===== src/rtl/result_disp_pkg.sv =====
// Shared types and constants for the result display sequencer.
// Display codes above 9 decode to an all-off (active-low) segment pattern.
package result_disp_pkg;

  typedef enum logic [1:0] {
    IDLE    = 2'd0,
    CONVERT = 2'd1,
    UPDATE  = 2'd2
  } state_e;

  localparam logic [3:0] BLANK_CODE = 4'hF;
  localparam logic [6:0] SEG_BLANK  = 7'b1111111;

  function automatic longint unsigned pow10(input int n);
    longint unsigned r;
    r = 1;
    for (int i = 0; i < n; i++) r = r * 10;
    return r;
  endfunction

endpackage


===== src/rtl/result_display_ctrl_if.sv =====
// Result handshake bundle: res_valid/res_ready transfer res_digit and res_count.
// Handshake: a transfer happens on a rising edge where res_valid && res_ready; the
// source holds res_valid and its data stable until then, and ready never waits on valid.
interface result_display_ctrl_if #(
  parameter int COUNT_W = 16
);
  logic               res_valid;
  logic               res_ready;
  logic [3:0]         res_digit;
  logic [COUNT_W-1:0] res_count;

  modport master (output res_valid, output res_digit, output res_count, input res_ready);
  modport slave  (input res_valid, input res_digit, input res_count, output res_ready);
endinterface


===== src/rtl/bin_to_bcd_seq.sv =====
// Sequential shift-add-3 binary to BCD converter, one bit per cycle.
// done is high in the cycle whose closing edge performs the final shift.
module bin_to_bcd_seq #(
  parameter int COUNT_W    = 16,
  parameter int NUM_DIGITS = 5
) (
  input  logic                    clk,
  input  logic                    reset,
  input  logic                    start,
  input  logic                    abort,
  input  logic [COUNT_W-1:0]      bin_i,
  output logic                    done,
  output logic [4*NUM_DIGITS-1:0] bcd_o
);
  localparam int CNT_W = $clog2(COUNT_W + 1);

  logic [4*NUM_DIGITS-1:0] bcd_q, bcd_d, bcd_adj;
  logic [COUNT_W-1:0]      shift_q, shift_d;
  logic [CNT_W-1:0]        cnt_q, cnt_d;

  always_comb begin
    bcd_adj = bcd_q;
    for (int i = 0; i < NUM_DIGITS; i++) begin
      if (bcd_q[4*i +: 4] >= 4'd5) bcd_adj[4*i +: 4] = bcd_q[4*i +: 4] + 4'd3;
    end
    bcd_d   = bcd_q;
    shift_d = shift_q;
    cnt_d   = cnt_q;
    if (abort) begin
      cnt_d = '0;
    end else if (start) begin
      bcd_d   = '0;
      shift_d = bin_i;
      cnt_d   = CNT_W'(COUNT_W);
    end else if (cnt_q != '0) begin
      {bcd_d, shift_d} = {bcd_adj, shift_q} << 1;
      cnt_d            = cnt_q - 1'b1;
    end
  end

  always_ff @(posedge clk or posedge reset) begin
    if (reset) begin
      bcd_q   <= '0;
      shift_q <= '0;
      cnt_q   <= '0;
    end else begin
      bcd_q   <= bcd_d;
      shift_q <= shift_d;
      cnt_q   <= cnt_d;
    end
  end

  assign done  = (cnt_q == CNT_W'(1)) && !abort;
  assign bcd_o = bcd_q;
endmodule


===== src/rtl/segment7.sv =====
// Active-low seven-segment decoder, bit order {g,f,e,d,c,b,a}; codes 10-15 are blank.
module segment7
  import result_disp_pkg::*;
(
  input  logic [3:0] code,
  output logic [6:0] seg
);
  always_comb begin
    case (code)
      4'd0:    seg = 7'b1000000;
      4'd1:    seg = 7'b1111001;
      4'd2:    seg = 7'b0100100;
      4'd3:    seg = 7'b0110000;
      4'd4:    seg = 7'b0011001;
      4'd5:    seg = 7'b0010010;
      4'd6:    seg = 7'b0000010;
      4'd7:    seg = 7'b1111000;
      4'd8:    seg = 7'b0000000;
      4'd9:    seg = 7'b0010000;
      default: seg = SEG_BLANK;
    endcase
  end
endmodule


===== src/rtl/result_display_ctrl.sv =====
// Display sequencer: accepts a classification result, converts the count to BCD,
// blanks leading zeros and holds the six seven-segment outputs in registers.
module result_display_ctrl
  import result_disp_pkg::*;
#(
  parameter int COUNT_W       = 16,
  parameter int NUM_DIGITS    = 5,
  parameter bit BLANK_LEADING = 1'b1
) (
  input  logic                        clk,
  input  logic                        reset,
  result_display_ctrl_if.slave        res,
  input  logic                        clear,
  output logic                        busy,
  output logic                        update_done,
  output logic [6:0]                  hex_digit,
  output logic [NUM_DIGITS-1:0][6:0]  hex_count,
  output state_e                      state_dbg
);
  if (pow10(NUM_DIGITS) <= ((64'd1 << COUNT_W) - 64'd1)) begin : g_bad_digits
    $error("NUM_DIGITS too small to show every COUNT_W-bit count");
  end

  state_e                      state_q, state_d;
  logic                        busy_q, busy_d;
  logic                        done_q, done_d;
  logic [3:0]                  digit_cap_q, digit_cap_d;
  logic [3:0]                  digit_code_q, digit_code_d;
  logic [NUM_DIGITS-1:0][3:0]  count_code_q, count_code_d, blanked;
  logic [4*NUM_DIGITS-1:0]     bcd;
  logic                        bcd_done, accept, lead_seen;

  assign res.res_ready = (state_q == IDLE) && !clear;
  assign accept        = res.res_valid && res.res_ready;

  bin_to_bcd_seq #(.COUNT_W(COUNT_W), .NUM_DIGITS(NUM_DIGITS)) u_bcd (
    .clk   (clk),
    .reset (reset),
    .start (accept),
    .abort (clear),
    .bin_i (res.res_count),
    .done  (bcd_done),
    .bcd_o (bcd)
  );

  // Scan from the top nibble down; nibble 0 always counts as significant.
  always_comb begin
    lead_seen = 1'b0;
    blanked   = '0;
    for (int i = NUM_DIGITS - 1; i >= 0; i--) begin
      if (bcd[4*i +: 4] != 4'd0 || i == 0) lead_seen = 1'b1;
      blanked[i] = (BLANK_LEADING && !lead_seen) ? BLANK_CODE : bcd[4*i +: 4];
    end
  end

  always_comb begin
    state_d      = state_q;
    done_d       = 1'b0;
    digit_code_d = digit_code_q;
    count_code_d = count_code_q;
    digit_cap_d  = accept ? res.res_digit : digit_cap_q;
    if (clear) begin
      state_d      = IDLE;
      digit_code_d = BLANK_CODE;
      count_code_d = {NUM_DIGITS{BLANK_CODE}};
    end else begin
      case (state_q)
        IDLE:    if (accept) state_d = CONVERT;
        CONVERT: if (bcd_done) state_d = UPDATE;
        UPDATE: begin
          digit_code_d = digit_cap_q;
          count_code_d = blanked;
          done_d       = 1'b1;
          state_d      = IDLE;
        end
        default: state_d = IDLE;
      endcase
    end
    busy_d = (state_d != IDLE);
  end

  always_ff @(posedge clk or posedge reset) begin
    if (reset) begin
      state_q      <= IDLE;
      busy_q       <= 1'b0;
      done_q       <= 1'b0;
      digit_cap_q  <= '0;
      digit_code_q <= BLANK_CODE;
      count_code_q <= {NUM_DIGITS{BLANK_CODE}};
    end else begin
      state_q      <= state_d;
      busy_q       <= busy_d;
      done_q       <= done_d;
      digit_cap_q  <= digit_cap_d;
      digit_code_q <= digit_code_d;
      count_code_q <= count_code_d;
    end
  end

  segment7 u_seg_digit (.code(digit_code_q), .seg(hex_digit));

  for (genvar g = 0; g < NUM_DIGITS; g++) begin : g_seg
    segment7 u_seg (.code(count_code_q[g]), .seg(hex_count[g]));
  end

  assign busy        = busy_q;
  assign update_done = done_q;
  assign state_dbg   = state_q;
endmodule


===== src/flat_wrapper.sv =====
// flat-port wrapper written by rule: the top's interface ports become plain ports
module result_display_ctrl_flat import result_disp_pkg::*;
#(
  parameter int COUNT_W       = 16,
  parameter int NUM_DIGITS    = 5,
  parameter bit BLANK_LEADING = 1'b1
)
  (clk, reset, clear, busy, update_done, hex_digit, hex_count, state_dbg, res_res_valid, res_res_digit, res_res_count, res_res_ready);
  result_display_ctrl_if #(.COUNT_W(COUNT_W)) res_i ();
  input  logic clk;
  input  logic reset;
  input  logic clear;
  output logic busy;
  output logic update_done;
  output logic [6:0] hex_digit;
  output logic [NUM_DIGITS-1:0][6:0] hex_count;
  output state_e state_dbg;
  input wire logic [$bits(res_i.res_valid)-1:0] res_res_valid;
  input wire logic [$bits(res_i.res_digit)-1:0] res_res_digit;
  input wire logic [$bits(res_i.res_count)-1:0] res_res_count;
  output wire logic [$bits(res_i.res_ready)-1:0] res_res_ready;
  assign res_i.res_valid = res_res_valid;
  assign res_i.res_digit = res_res_digit;
  assign res_i.res_count = res_res_count;
  assign res_res_ready = res_i.res_ready;
  result_display_ctrl #(.COUNT_W(COUNT_W), .NUM_DIGITS(NUM_DIGITS), .BLANK_LEADING(BLANK_LEADING)) u_core (.clk(clk), .reset(reset), .res(res_i), .clear(clear), .busy(busy), .update_done(update_done), .hex_digit(hex_digit), .hex_count(hex_count), .state_dbg(state_dbg));
endmodule

===== config.mk =====
export PLATFORM = sky130hd
export DESIGN_NAME = result_display_ctrl_flat
export DESIGN_NICKNAME = d
export VERILOG_FILES = /design/src/rtl/result_disp_pkg.sv /design/src/rtl/result_display_ctrl_if.sv /design/src/rtl/bin_to_bcd_seq.sv /design/src/rtl/segment7.sv /design/src/rtl/result_display_ctrl.sv /design/src/flat_wrapper.sv
export SDC_FILE = /design/constraint.sdc
export NUM_CORES = 1
export LEC_CHECK = 0
export ABC_AREA = 1
export ABC_CLOCK_PERIOD_IN_PS = 1900
export BUFFER_PORTS_ARGS = -buffer_cell sky130_fd_sc_hd__buf_4
export CAP_MARGIN = 20
export CORE_MARGIN = 4
export CORE_UTILIZATION = 45
export CTS_CLUSTER_DIAMETER = 150
export DETAILED_ROUTE_END_ITERATION = 16
export PLACE_DENSITY = 0.66
export SLEW_MARGIN = 20
export SYNTH_ARGS = -nofsm -noshare
export SYNTH_HDL_FRONTEND = slang
export SYNTH_SLANG_ARGS = --single-unit

===== constraint.sdc =====
create_clock -name clk -period 1.9 [get_ports clk]
set_input_delay 0.19 -clock clk [delete_from_list [all_inputs] [get_ports clk]]
set_output_delay 0.19 -clock clk [all_outputs]
set_load 0.01 [all_outputs]

-- After elaboration in Yosys (flattened, before gate mapping)
Memory sizes are Yosys's and may differ from the RTL's.
Cells that the tools add are included.
- register bits after elaboration: 73
- bits in read-only memories: 672
- output and inout bits: 47
- logic and storage cells: 79
- memories kept: 6
- add/subtract/negate cells: 6
- $lt $le $gt $ge: 5
- equality and inequality tests: 3
- mux-type cells: 30
- bitwise logic cells: 1
- reduce and logical (&&, ||, !) cells: 15
- memory list (name ; depth ; width ; read ports ; clocked after memory_dff ; write ports ; RTL line ; RTL):
    (no name shown) ; 16 ; 7 ; 1 ; 0 ; 0 ; segment7.sv:9 ; case (code)
    (no name shown) ; 16 ; 7 ; 1 ; 0 ; 0 ; segment7.sv:9 ;
    (no name shown) ; 16 ; 7 ; 1 ; 0 ; 0 ; segment7.sv:9 ;
    (no name shown) ; 16 ; 7 ; 1 ; 0 ; 0 ; segment7.sv:9 ;
    (no name shown) ; 16 ; 7 ; 1 ; 0 ; 0 ; segment7.sv:9 ;
    (no name shown) ; 16 ; 7 ; 1 ; 0 ; 0 ; segment7.sv:9 ;
- operators by type and width (kind ; count):
    two-way mux 20 bit ; 4
    two-way mux 4 bit ; 10
    two-way mux 16 bit ; 2
    >= comparator 4 x 3 -> 1 bit, second input constant ; 5
    adder 4 x 2 -> 4 bit, second input constant ; 4
    nonzero test 4 bit ; 4
    two-way mux 5 bit ; 3
    two-way mux 1 bit ; 6
    two-way mux 2 bit ; 3
    nonzero test 2 bit ; 3
    equality test 5 x 1 -> 1 bit, second input constant ; 1
    nonzero test 5 bit ; 1
    subtractor 5 x 1 -> 5 bit, second input constant ; 1
    case mux 2 bit (2 select lines) ; 1
    adder 3 x 2 -> 3 bit, second input constant ; 1
    logical AND 1 bit ; 3
    two-way mux 3 bit ; 1
    nonzero test 3 bit ; 1
    equality test 2 x 1 -> 1 bit, second input constant ; 1
    equality test 2 bit, second input constant ; 1
    zero test 2 bit ; 1
    AND reduction 2 bit ; 1
    zero test 1 bit ; 1
    inverter 1 bit ; 1

-- Longest topological paths before layout
Gate-level depths: netlist of the first run.
- word-level depth: 8
- mapped depth: 10
- gate-level depth less buffers: 10

-- Hierarchy
A second synthesis of the first run with hierarchy kept.
- cell total of the unflattened synthesis: 664
- area total of the unflattened synthesis: 4963.5 um^2
- by module, submodules not included (module ; times used ; cells an instance ; area each (um^2) ; sequential area each (um^2)):
    bin_to_bcd_seq ; 1 ; 317 ; 2479.9 ; 1026.0
    result_display_ctrl ; 1 ; 137 ; 1357.6 ; 830.8
    segment7 ; 6 ; 35 ; 187.7 ; 0.0

-- Least setup slack after synthesis of the first run
Ideal clock, no wire load.
- kind: register to output
- from: reg u_core.digit_code_q[0]
- to: out hex_digit[3]
- arrival: 1280 ps
- slack: 430 ps
- stages on the path, launching flop included: 6
- path through: dfstp_2 -> inv_1 -> ha_1 -> nand2_1 -> inv_1 -> o21ai_0
- longest elaborated chain between the ends: 1
- ends and longest elaborated chain (item ; RTL line ; RTL):
    start: declaration ; result_display_ctrl.sv:28 ; logic [3:0] digit_code_q, digit_code_d;
    start signal: assignment ; result_display_ctrl.sv:95 ; digit_code_q <= digit_code_d;
    memory (16 x 7 bit) ; -- ;
    end: declaration ; flat_wrapper.sv:15 ; output logic [6:0] hex_digit;
No other way between the ends.

==> results of run 1 <==
## stage by stage
step                setup slack [ns]  cells  TNS (ns)
floorplan                      0.430    650         0
global placement               0.278    844         0
CTS                          0.00573    868         0
finish                        0.0585    869         0
detailed placement             0.212    844         0
global route                 -0.0200    869   -0.0362
## metal layers
layer  wire (um)  vias to the layer above  global-route usage (%)
met1        4670                     1973                    21.0
met2        4970                       80                    29.4
li1            -                     2237                       -
met3         481                        8                    3.86
met5           0                        -                       0
met4          82                        0                    3.33
## kinds of logic after synthesis
| family | Yosys count | synth area share, % |
|---|---|---|
| AO/OA/AOI/OAI | 105 | 11.7 |
| XOR/XNOR | 2 | 0.364 |
| adder cells (fa/ha/maj) | 45 | 11.7 |
| buffers and inverters | 102 | 8.80 |
| flip-flops | 73 | 38.5 |
| AND/OR/NAND/NOR | 323 | 28.9 |
## tightest hold or removal path: cells and delay by family
| kind | cells | cell delay (ns) |
|---|---|---|
| AOI/OAI and AO/OA | 1 | 0.10 |
| buffers and inverters | 1 | 0.07 |
| and+or+nand+nor | 1 | 0.03 |
## sequential cells by signal, summed over array words and instances, names as in the netlist
name                  flops
u_core.u_bcd.shift_q     16
u_core.u_bcd.bcd_o       20
u_core.state_dbg          2
u_core.update_done        1
u_core.digit_cap_q        4
u_core.digit_code_q       4
u_core.count_code_q      20
u_core.u_bcd.cnt_q        5
u_core.busy               1
## final cells by class
type                    instances  area (um^2)
repair buffers                 87          681
flip-flops and latches         73         1860
well taps                     136          170
clock inverters                 5          104
fillers                       964         4520
multi-input cells             475         2590
clock buffers                  11          141
inverters                      82          312
## where the power goes
group | total (W) | leakage [nW] | switching (W) | internal (W)
clock network | 0.00148 | 0.124 | 0.000574 | 0.000909
registers | 0.00223 | 0.899 | 0.000324 | 0.00191
logic | 0.00237 | 2.10 | 0.00155 | 0.000823
## layout by cell type (no fill, tap or decap), types with 12 or more instances in the layout
cell type                 synthesis  routed
sky130_fd_sc_hd__nor2_1          59      59
sky130_fd_sc_hd__nand4_1         18      18
sky130_fd_sc_hd__ha_1            45      42
sky130_fd_sc_hd__o21ai_1          0      17
sky130_fd_sc_hd__dfrtp_1         49      49
sky130_fd_sc_hd__a22oi_1         12      12
sky130_fd_sc_hd__o21ai_0         64      43
sky130_fd_sc_hd__dfstp_2         24      24
sky130_fd_sc_hd__inv_2            3      13
sky130_fd_sc_hd__nand3_1         37      37
sky130_fd_sc_hd__a21oi_1         26      26
sky130_fd_sc_hd__nand2_1        191     189
sky130_fd_sc_hd__inv_1           79      68
sky130_fd_sc_hd__buf_4            5      84
## repair_timing
action,CTS,global route
hold buffers,1,0
setup endpoints to repair,6,25
pin swaps,0,1
endpoints found under the hold margin,8,0
resized for setup,4,36
setup buffers,7,1
gates cloned,0,0
## final timing paths
check | from | to | slack (ns) | cells past startpoint
min reg2reg | u_core.u_bcd.shift_q[3]$_DFFE_PP0P_ | u_core.u_bcd.shift_q[3]$_DFFE_PP0P_ | 0.48 | 2
min in group asynchronous | reset | u_core.busy$_DFF_PP0_ | 0.46 | 3
max reg2reg | u_core.u_bcd.cnt_q[0]$_DFFE_PP0P_ | u_core.u_bcd.bcd_o[2]$_DFFE_PP0P_ | 0.20 | 8
min | res_res_digit[0] | u_core.digit_cap_q[0]$_DFFE_PP0N_ | 0.08 | 3
max | u_core.count_code_q[1]$_DFFE_PP1P_ | hex_count[3] | 0.06 | 6
max in group asynchronous | reset | u_core.digit_code_q[3]$_DFFE_PP1P_ | 0.85 | 4
==> load_flow_metrics.sql, run 1 <==
INSERT INTO impl_metrics (metric_group, metric, value, unit) VALUES
('layout', 'area.growth.synth_to_final', '21.4', '%'),
('global_route', 'first_global_vias', '4107', ''),
('logic_synthesis', 'post_synth_main_area_contributors', 'sky130_fd_sc_hd__dfrtp_1 25%, sky130_fd_sc_hd__nand2_1 15%, sky130_fd_sc_hd__dfstp_2 13%, sky130_fd_sc_hd__ha_1 12%, sky130_fd_sc_hd__o21ai_0 6.6%', ''),
('timing', 'setup_viol', '0', ''),
('route', 'drt-pass1-iter-count', '5', ''),
('global_route', 'global_route.usage.total', '16.7', '%'),
('clocking', 'clockRootBuffer', 'sky130_fd_sc_hd__clkbuf_8', ''),
('logic_synthesis', 'post_syn_nets', '719', ''),
('timing', 'final.setup_skew', '0.00767', 'ns'),
('layout', 'final_net_count', '797', ''),
('hold_path', 'hold_class', 'input pin to flip-flop', ''),
('route', 'drt_first_iter_violations', '210', ''),
('layout', 'fin_area', '5850', 'um^2'),
('route', 'wire_per_inst', '11.7', 'um'),
('floorplanning', 'start_util', '46.5', '%'),
('global_route', 'wire_length_of_the_first_global_routing_pass', '17900', 'um'),
('floorplanning', 'floorplan.io_pins', '71', ''),
('clocking', 'cts.path.max_buffers', '2', ''),
('logic_synthesis', 'synth_common_cells', '191 x sky130_fd_sc_hd__nand2_1, 79 x sky130_fd_sc_hd__inv_1, 64 x sky130_fd_sc_hd__o21ai_0', ''),
('logic_synthesis', 'syn-mean-instance-area', '7.41', 'um^2'),
('placement', 'dpl.hpwl', '7410', 'um'),
('route', 'postRouteAntennaNets', '0', ''),
('route', 'detail_route.vias_per_cell', '4.95', ''),
('logic_synthesis', 'synth-seq-area-share', '38.5', '%'),
('clocking', 'numClockSinks', '73', ''),
('timing', 'timing.final.hold_violations', '0', ''),
('power_and_ir_drop', 'power_density', '1040', 'nW/um^2'),
('critical_path', 'critPathArrivalTime', '1.65', 'ns'),
('critical_path', 'critical_path.cell_chain', 'inv_2, ha_1, nand2_1, inv_1, o21ai_1, buf_4', ''),
('logic_synthesis', 'synth_largest_area_cell', 'sky130_fd_sc_hd__dfrtp_1', ''),
('logic_synthesis', 'synth_top_area_share', '25.4', '%'),
('placement', 'final_weighted_congestion_in_routability_driven_placement', '0.836', ''),
('critical_path', 'critPathMaxFanout', '5', ''),
('outcome', 'outcome', 'finished clean', ''),
('logic_synthesis', 'ys_async_sr_fraction', '100', '%'),
('global_route', 'globalRoute.totalOverflow', '0', ''),
('critical_path', 'critical_path.top_delay_family', 'flip-flops', ''),
('global_route', 'largest_net_degree_at_the_start_of_global_routing', '37', ''),
('layout', 'share_of_cells_above_drive_strength_1', '21.3', '%'),
('layout', 'antenna-diode-count', '0', ''),
('clocking', 'cts_inserted_buffers', '9', ''),
('timing', 'final.hold.worst_slack', '0.0844', 'ns'),
('critical_path', 'crit_buf_inv', '3', ''),
('route', 'routed_wirelength', '10200', 'um'),
('timing', 'rsz_0062_raised_after_global_routing', 'true', ''),
('critical_path', 'data_required_time_of_the_worst_path', '1.71', 'ns'),
('clocking', 'clk_transition_reported_paths', '0.08', 'ns'),
('floorplanning', 'num_rows', '37', ''),
('power_and_ir_drop', 'totalPowerFinal', '0.00609', 'W'),
('critical_path', 'critical_path.startpoint_type', 'flip-flop', ''),
('clocking', 'htreeDepth', '3', ''),
('power_and_ir_drop', 'p_leak', '3.12', 'nW'),
('route', 'drc', '0', ''),
('critical_path', 'crit_path_end_kind', 'output pin', ''),
('run', 'max-cap-violations', '0', ''),
('logic_synthesis', 'ys_seq_elements', '73', ''),
('critical_path', 'timing.critical_path.slowest_stage_cell', 'sky130_fd_sc_hd__dfstp_2', ''),
('timing', 'finalCriticalPeriod', '1.84', 'ns'),
('critical_path', 'crit_path_max_cell_delay', '0.57', 'ns'),
('floorplanning', 'die_area', '12400', 'um^2'),
('logic_synthesis', 'mappedNetlistArea', '4820', 'um^2'),
('logic_synthesis', 'ys_warn_count', '0', ''),
('floorplanning', 'fp.dieW', '111', 'um'),
('timing', 'max_slew.worst_pin.slew', '0.552', 'ns'),
('layout', 'utilization', '56.4', '%'),
('logic_synthesis', 'synthDistinctLibCells', '28', ''),
('critical_path', 'crit_type', 'flip-flop to output pin', ''),
('timing', 'fmax', '0.543', 'GHz'),
('logic_synthesis', 'synth.most_common_cell', 'sky130_fd_sc_hd__nand2_1', ''),
('route', 'dr_total_vias', '4298', ''),
('timing', 'timing.slew.headroom', '63.1', '%');
No activity file was read; power rests on OpenSTA's default activity.
==> run 2: changes to the inputs <==
Settings changed: CELL_PAD_IN_SITES_DETAIL_PLACEMENT set to 0, CELL_PAD_IN_SITES_GLOBAL_PLACEMENT set to 1, CORE_UTILIZATION 45 to 38, PLACE_DENSITY 0.66 to 0.74, SYNTH_HIERARCHICAL set to 1.
==> load_flow_metrics.sql, run 2 <==
INSERT INTO impl_metrics (metric_group, metric, value, unit) VALUES
('global_route', 'first_global_vias', '3991', ''),
('route', 'drt-pass1-iter-count', '4', ''),
('logic_synthesis', 'ys_async_sr_fraction', '100', '%'),
('logic_synthesis', 'synth_mux_area_share', '0', '%'),
('placement', 'detailed_place.area', '5660', 'um^2'),
('logic_synthesis', 'synth_cells', '664', ''),
('critical_path', 'crit_path_end_kind', 'output pin', ''),
('clocking', 'clk_latency', '0.32', 'ns'),
('hold_path', 'min_to', 'u_core/digit_cap_q[1]$_DFFE_PP0P_', ''),
('timing', 'timing.slew.headroom', '45.8', '%'),
('critical_path', 'r2r.worst_path.cells', '11', ''),
('route', 'routed_wirelength', '10400', 'um'),
('clocking', 'numClockSinks', '73', ''),
('logic_synthesis', 'count_of_flip_flops_with_a_built_in_enable_after_synthesis', '0', ''),
('logic_synthesis', 'synth-adder-area-share', '10.6', '%'),
('logic_synthesis', 'postSynth.topFlopCell', 'sky130_fd_sc_hd__dfrtp_1', ''),
('floorplanning', 'core_region_area', '12700', 'um^2'),
('global_route', 'wire_length_of_the_first_global_routing_pass', '18000', 'um'),
('logic_synthesis', 'synth_xor_area_share', '0.353', '%'),
('route', 'drt_first_iter_violations', '178', ''),
('timing', 'timing.final.hold_violations', '0', ''),
('timing', 'final.period_utilization', '96.2', '%'),
('logic_synthesis', 'syn-mean-instance-area', '7.48', 'um^2'),
('global_route', 'globalRoute.totalOverflow', '0', ''),
('critical_path', 'crit_type', 'flip-flop to output pin', ''),
('layout', 'fin_area', '6040', 'um^2'),
('clocking', 'clk_transition_reported_paths', '0.06', 'ns'),
('layout', 'final_net_count', '812', ''),
('logic_synthesis', 'synth-compound-area-share', '9.73', '%'),
('power_and_ir_drop', 'ir_drop', '631', 'uV'),
('route', 'detail_route.vias_per_cell', '4.65', ''),
('layout', 'area.growth.synth_to_final', '21.8', '%'),
('global_route', 'global_route.usage.total', '14.3', '%'),
('critical_path', 'critPathMaxFanout', '6', ''),
('timing', 'setup_viol', '0', ''),
('hold_path', 'worst_hold_path.num_cells', '3', ''),
('layout', 'final_common_cell', 'sky130_fd_sc_hd__nand2_1', ''),
('run', 'max-cap-violations', '0', ''),
('logic_synthesis', 'synth-simple-area-share', '32.7', '%'),
('route', 'wire_per_inst', '11.3', 'um'),
('logic_synthesis', 'post_synth_main_area_contributors', 'sky130_fd_sc_hd__dfrtp_1 25%, sky130_fd_sc_hd__nand2_1 17%, sky130_fd_sc_hd__dfstp_2 13%, sky130_fd_sc_hd__ha_1 11%, sky130_fd_sc_hd__inv_1 5.8%', ''),
('clocking', 'cts_inserted_buffers', '9', ''),
('floorplanning', 'floorplan.io_pins', '71', ''),
('logic_synthesis', 'ys_seq_elements', '73', ''),
('timing', 'final.setup_skew', '0.00482', 'ns'),
('critical_path', 'critical-path-top-cell-by-count', 'sky130_fd_sc_hd__nand2_1', ''),
('layout', 'share_of_cells_above_drive_strength_1', '24.9', '%'),
('critical_path', 'r2r_path_end', 'u_core/u_bcd/shift_q[7]$_DFFE_PP0P_', ''),
('hold_path', 'hold_class', 'input pin to flip-flop', ''),
('clocking', 'htreeDepth', '3', ''),
('critical_path', 'critical_path.cell_chain', 'inv_1, ha_1, nand2_1, nand3_1, nand2_1, buf_4', ''),
('outcome', 'outcome', 'finished clean', ''),
('floorplanning', 'num_rows', '41', ''),
('logic_synthesis', 'synth_top_area_share', '24.7', '%'),
('critical_path', 'critical_path.startpoint_type', 'flip-flop', ''),
('power_and_ir_drop', 'power_density', '978', 'nW/um^2'),
('timing', 'slew_viols_final', '0', ''),
('clocking', 'clockRootBuffer', 'sky130_fd_sc_hd__clkbuf_16', ''),
('placement', 'final_weighted_congestion_in_routability_driven_placement', '0.807', ''),
('floorplanning', 'die_height', '122', 'um'),
('critical_path', 'crit_path_max_cell_delay', '0.59', 'ns'),
('placement', 'buffer_ports.inserted', '70', ''),
('layout', 'final_cell_mix', '226 x sky130_fd_sc_hd__nand2_1, 80 x sky130_fd_sc_hd__buf_4, 72 x sky130_fd_sc_hd__inv_1, 56 x sky130_fd_sc_hd__nor2_1, 49 x sky130_fd_sc_hd__dfrtp_1', ''),
('timing', 'fmax', '0.547', 'GHz'),
('critical_path', 'timing.critical_path.slowest_stage_cell', 'sky130_fd_sc_hd__dfstp_2', ''),
('floorplanning', 'fp.dieW', '122', 'um'),
('logic_synthesis', 'synth_largest_area_cell', 'sky130_fd_sc_hd__dfrtp_1', ''),
('layout', 'antenna-diode-count', '0', ''),
('route', 'drc', '0', ''),
('timing', 'final.hold.worst_slack', '0.0576', 'ns'),
('logic_synthesis', 'synth_top_family_by_area', 'simple AND/OR/NAND/NOR gates', ''),
('floorplanning', 'die_area', '15000', 'um^2'),
('logic_synthesis', 'synthDistinctLibCells', '32', ''),
('critical_path', 'critPathArrivalTime', '1.64', 'ns'),
('global_route', 'antenna_found_initial', '0', ''),
('timing', 'finalCriticalPeriod', '1.83', 'ns'),
('logic_synthesis', 'synth.most_common_cell', 'sky130_fd_sc_hd__nand2_1', ''),
('hold_path', 'timing.hold.worst.start', 'res_res_digit[1]', ''),
('route', 'dr_total_vias', '4288', ''),
('critical_path', 'rrSetupSlack', '0.16', 'ns'),
('timing', 'max_slew.worst_pin.slew', '0.808', 'ns'),
('critical_path', 'data_required_time_of_the_worst_path', '1.71', 'ns'),
('logic_synthesis', 'synth_common_cells', '227 x sky130_fd_sc_hd__nand2_1, 77 x sky130_fd_sc_hd__inv_1, 56 x sky130_fd_sc_hd__nor2_1', ''),
('logic_synthesis', 'mappedNetlistArea', '4960', 'um^2'),
('placement', 'dpl.hpwl', '7560', 'um'),
('floorplanning', 'start_util', '39.0', '%'),
('power_and_ir_drop', 'p_leak', '3.10', 'nW'),
('clocking', 'cts_tree', 'yes', ''),
('critical_path', 'crit_reg_reg_startpoint', 'u_core/state_dbg[1]$_DFF_PP0_', ''),
('logic_synthesis', 'post_syn_nets', '730', ''),
('logic_synthesis', 'ys_warn_count', '6', ''),
('clocking', 'cts.path.max_buffers', '2', ''),
('logic_synthesis', 'synth-seq-area-share', '37.4', '%'),
('route', 'postRouteAntennaNets', '0', ''),
('global_route', 'largest_net_degree_at_the_start_of_global_routing', '29', '');
==> run 2: kinds of logic after synthesis <==
logic type               Yosys count
adder cells (fa/ha/maj)           42
AO/OA/AOI/OAI                     73
buffers and inverters            100
flip-flops                        73
AND/OR/NAND/NOR                  374
XOR/XNOR                           2
==> run 2: how the worst max path moves through the flow <==
stage          slack (ns)                                start                                   end
2_1_floorplan        0.22        u_core/state_dbg[1]$_DFF_PP0_   u_core/u_bcd/shift_q[4]$_DFFE_PP0P_
3_3_place_gp         0.24        u_core/state_dbg[1]$_DFF_PP0_  u_core/u_bcd/shift_q[10]$_DFFE_PP0P_
3_5_place_dp         0.16        u_core/state_dbg[1]$_DFF_PP0_   u_core/u_bcd/shift_q[7]$_DFFE_PP0P_
4_1_cts              0.05   u_core/count_code_q[5]$_DFFE_PP1P_                         hex_count[10]
5_1_grt            -0.001   u_core/count_code_q[1]$_DFFE_PP1P_                          hex_count[3]
6_report             0.07  u_core/count_code_q[13]$_DFFE_PP1P_                         hex_count[24]
==> run 2: stage by stage <==
stage	setup TNS [ns]	instances	utilization [%]	worst slack (ns)	power, W
floorplan	0	664	-	0.219	0.00366
global placement	0	901	44.5	0.242	0.00404
detailed placement	0	901	44.5	0.164	0.00409
CTS	0	918	47.2	0.0490	0.00599
global route	-0.00116	923	47.5	-0.00116	0.00638
finish	0	923	47.5	0.0728	0.00591
==> run 2: where the power goes <==
| group | internal (W) | leakage, nW | switching (W) |
|---|---|---|---|
| registers | 0.00186 | 0.902 | 0.000294 |
| clock network | 0.00122 | 0.162 | 0.000635 |
| logic | 0.000772 | 2.03 | 0.00113 |
| total | 0.00385 | 3.10 | 0.00206 |
==> run 2: critical path, delay by kind of cell (launching register included) <==
| kind | cells | cell delay [ns] |
|---|---|---|
| adder cells (fa/ha/maj) | 1 | 0.28 |
| buffers and inverters | 2 | 0.24 |
| flip-flops | 1 | 0.59 |
| AND/OR/NAND/NOR | 3 | 0.20 |
==> run 2: timing repair <==
item	in CTS	in global routing
hold endpoints to repair	25	0
buffers inserted	0	5
endpoints found under the setup margin	0	5
hold buffers	1	0
gates resized for setup	0	5
==> run 2: layout make-up <==
| class | instances | area (um^2) |
|---|---|---|
| repair buffers | 83 | 651 |
| clock buffers | 11 | 253 |
| inverters | 88 | 338 |
| fillers | 1285 | 6680 |
| clock inverters | 5 | 77.6 |
| multi-input cells | 491 | 2650 |
| well taps | 172 | 215 |
| flip-flops and latches | 73 | 1860 |
==> run 2: routing by layer <==
layer | vias to the layer above | global-route usage (%) | share of wire [%]
met4 | 0 | 4.48 | 1.2
met5 | - | 0 | 0
li1 | 2255 | - | -
met3 | 10 | 1.89 | 3.8
met1 | 1945 | 20.1 | 49
met2 | 78 | 23.2 | 46
==> run 3: changes to the inputs <==
Settings changed: BUFFER_PORTS_ARGS -buffer_cell sky130_fd_sc_hd__buf_4 to -buffer_cell sky130_fd_sc_hd__buf_2, PLACE_DENSITY 0.74 to unset, PLACE_DENSITY_LB_ADDON set to 0.1.
==> load_flow_metrics.sql, run 3 (synthesized netlist as in run 2, its figures left out) <==
INSERT INTO impl_metrics (metric_group, metric, value, unit) VALUES
('clocking', 'numClockSinks', '73', ''),
('floorplanning', 'floorplan.io_pins', '71', ''),
('timing', 'setup_viol', '0', ''),
('route', 'routed_wirelength', '10400', 'um'),
('placement', 'dpl.hpwl', '7700', 'um'),
('layout', 'final_net_count', '819', ''),
('critical_path', 'data_required_time_of_the_worst_path', '1.71', 'ns'),
('critical_path', 'crit_path_end_kind', 'output pin', ''),
('power_and_ir_drop', 'power_density', '991', 'nW/um^2'),
('floorplanning', 'start_util', '39.0', '%'),
('timing', 'postLayoutSetupSlackWorst', '0.0921', 'ns'),
('timing', 'slew_viols_final', '0', ''),
('clocking', 'cts.path.max_buffers', '2', ''),
('layout', 'utilization', '46.4', '%'),
('placement', 'final_weighted_congestion_in_routability_driven_placement', '0.771', ''),
('layout', 'antenna-diode-count', '0', ''),
('clocking', 'cts_inserted_buffers', '9', ''),
('critical_path', 'critical_path.cell_chain', 'inv_1, ha_1, nand2_1, nand3_1, nand2_1, buf_2', ''),
('timing', 'final.period_utilization', '95.2', '%'),
('global_route', 'global_route.usage.total', '14.6', '%'),
('route', 'detail_route.vias_per_cell', '4.70', ''),
('floorplanning', 'fp.dieW', '122', 'um'),
('critical_path', 'crit_type', 'flip-flop to output pin', ''),
('clocking', 'htreeDepth', '3', ''),
('global_route', 'largest_net_degree_at_the_start_of_global_routing', '42', ''),
('route', 'drt-pass1-iter-count', '4', ''),
('timing', 'final.setup_skew', '0.00340', 'ns'),
('layout', 'final_cell_mix', '226 x sky130_fd_sc_hd__nand2_1, 72 x sky130_fd_sc_hd__inv_1, 70 x sky130_fd_sc_hd__buf_2, 56 x sky130_fd_sc_hd__nor2_1, 49 x sky130_fd_sc_hd__dfrtp_1', ''),
('route', 'wire_per_inst', '11.2', 'um'),
('clocking', 'clockRootBuffer', 'sky130_fd_sc_hd__clkbuf_16', ''),
('layout', 'area.growth.synth_to_final', '19.0', '%'),
('placement', 'detailed_place.area', '5480', 'um^2'),
('route', 'postRouteAntennaNets', '0', ''),
('placement', 'buffer_ports.inserted', '70', ''),
('route', 'drt_first_iter_violations', '179', ''),
('clocking', 'cts_tree', 'yes', ''),
('route', 'drc', '0', ''),
('global_route', 'first_global_vias', '4049', ''),
('timing', 'fmax', '0.553', 'GHz'),
('global_route', 'wire_length_of_the_first_global_routing_pass', '18100', 'um'),
('critical_path', 'critical-path-top-cell-by-count', 'sky130_fd_sc_hd__nand2_1', ''),
('route', 'dr_total_vias', '4367', ''),
('critical_path', 'timing.critical_path.slowest_stage_cell', 'sky130_fd_sc_hd__dfstp_2', ''),
('power_and_ir_drop', 'ir_drop', '504', 'uV'),
('layout', 'layout.filler_cells', '1343', ''),
('layout', 'share_of_cells_above_drive_strength_1', '25.6', '%'),
('critical_path', 'critical_path.startpoint_type', 'flip-flop', ''),
('floorplanning', 'die_height', '122', 'um'),
('hold_path', 'hold_class', 'input pin to flip-flop', ''),
('outcome', 'outcome', 'finished clean', ''),
('timing', 'timing.final.hold_violations', '0', ''),
('critical_path', 'critPathMaxFanout', '4', ''),
('floorplanning', 'num_rows', '41', ''),
('clocking', 'clk_latency', '0.33', 'ns'),
('placement', 'dp_slack', '0.102', 'ns'),
('layout', 'final_common_cell', 'sky130_fd_sc_hd__nand2_1', ''),
('clocking', 'clk_transition_reported_paths', '0.06', 'ns'),
('floorplanning', 'core_region_area', '12700', 'um^2'),
('power_and_ir_drop', 'p_leak', '3.01', 'nW'),
('global_route', 'antenna_found_initial', '0', ''),
('layout', 'fin_area', '5910', 'um^2'),
('timing', 'finalCriticalPeriod', '1.81', 'ns'),
('critical_path', 'critPathArrivalTime', '1.62', 'ns'),
('timing', 'max_slew.worst_pin.slew', '0.535', 'ns'),
('timing', 'timing.slew.headroom', '64.3', '%'),
('global_route', 'globalRoute.totalOverflow', '0', ''),
('critical_path', 'crit_path_max_cell_delay', '0.56', 'ns'),
('run', 'max-cap-violations', '0', ''),
('floorplanning', 'die_area', '15000', 'um^2');
## run 3: changes by cell type in the layout (fill, tap and decap cells not counted), sizes merged
cell,previous run,this run
buf,82,89
clkbuf,11,9
clkinvlp,1,2
inv,87,88
## run 3: layer usage
metal  share of wire, %  routed length [um]  vias up  GRT usage (%)
met1                 49                5040     2022           19.5
met2                 47                4840       66           24.1
met3                3.5                 367        8           2.72
li1                   -                   -     2271              -
met5                  0                   0        -              0
met4                1.2                 124        0           4.34
## run 3: what timing repair did
action                                  CTS  global route
gates resized for setup                   0             6
setup buffers                             0            12
hold buffers                              1             0
hold endpoints to repair                  2             0
endpoints found under the setup margin    0            27
## run 3: area by class of cell
| class | instances | area [um^2] | share of cell area [%] |
|---|---|---|---|
| Multi-Input combinational cell | 491 | 2660 | 45.1 |
| Sequential cell | 73 | 1860 | 31.4 |
| Timing Repair Buffer | 90 | 515 | 8.73 |
| Inverter | 88 | 338 | 5.72 |
| Clock buffer | 9 | 225 | 3.81 |
| Tap cell | 172 | 215 | 3.64 |
| Clock inverter | 7 | 93.8 | 1.59 |
## run 3: worst paths after layout
path	slack [ns]	to	from	cells after the start
worst max register to register	0.17	u_core/u_bcd/bcd_o[7]$_DFFE_PP0P_	u_core/state_dbg[1]$_DFF_PP0_	11
worst min register to register	0.48	u_core/u_bcd/shift_q[10]$_DFFE_PP0P_	u_core/u_bcd/shift_q[10]$_DFFE_PP0P_	2
max in group asynchronous	0.98	u_core/count_code_q[16]$_DFFE_PP1P_	reset	4
worst max-delay path	0.09	hex_count[17]	u_core/count_code_q[8]$_DFFE_PP1P_	6
worst min-delay path	0.05	u_core/digit_cap_q[1]$_DFFE_PP0P_	res_res_digit[1]	3
min in group asynchronous	0.29	u_core/update_done$_DFF_PP0_	reset	3
## run 3: worst max-delay path, delay by kind of cell, from the launching register on
kind,cells,cell delay (ns)
buf+inv,2,0.21
simple gates,3,0.23
fa+ha+maj,1,0.30
flops,1,0.56
## run 3: where the power goes
group,internal [W],total (W),switching (W)
logic,0.000745,0.00189,0.00115
registers,0.00186,0.00215,0.000289
clock network,0.00115,0.00181,0.000662
total,0.00376,0.00585,0.00210
## run 3: metrics by stage
stage	hold WS (ns)	cells	total power, W	setup TNS [ns]
after floorplan	0.261	664	0.00366	0
after global placement	0.0716	901	0.00401	0
after detailed placement	0.0783	901	0.00406	0
after CTS	0.0401	918	0.00592	0
after global routing	0.0537	930	0.00633	-0.00905
final	0.0519	930	0.00585	0
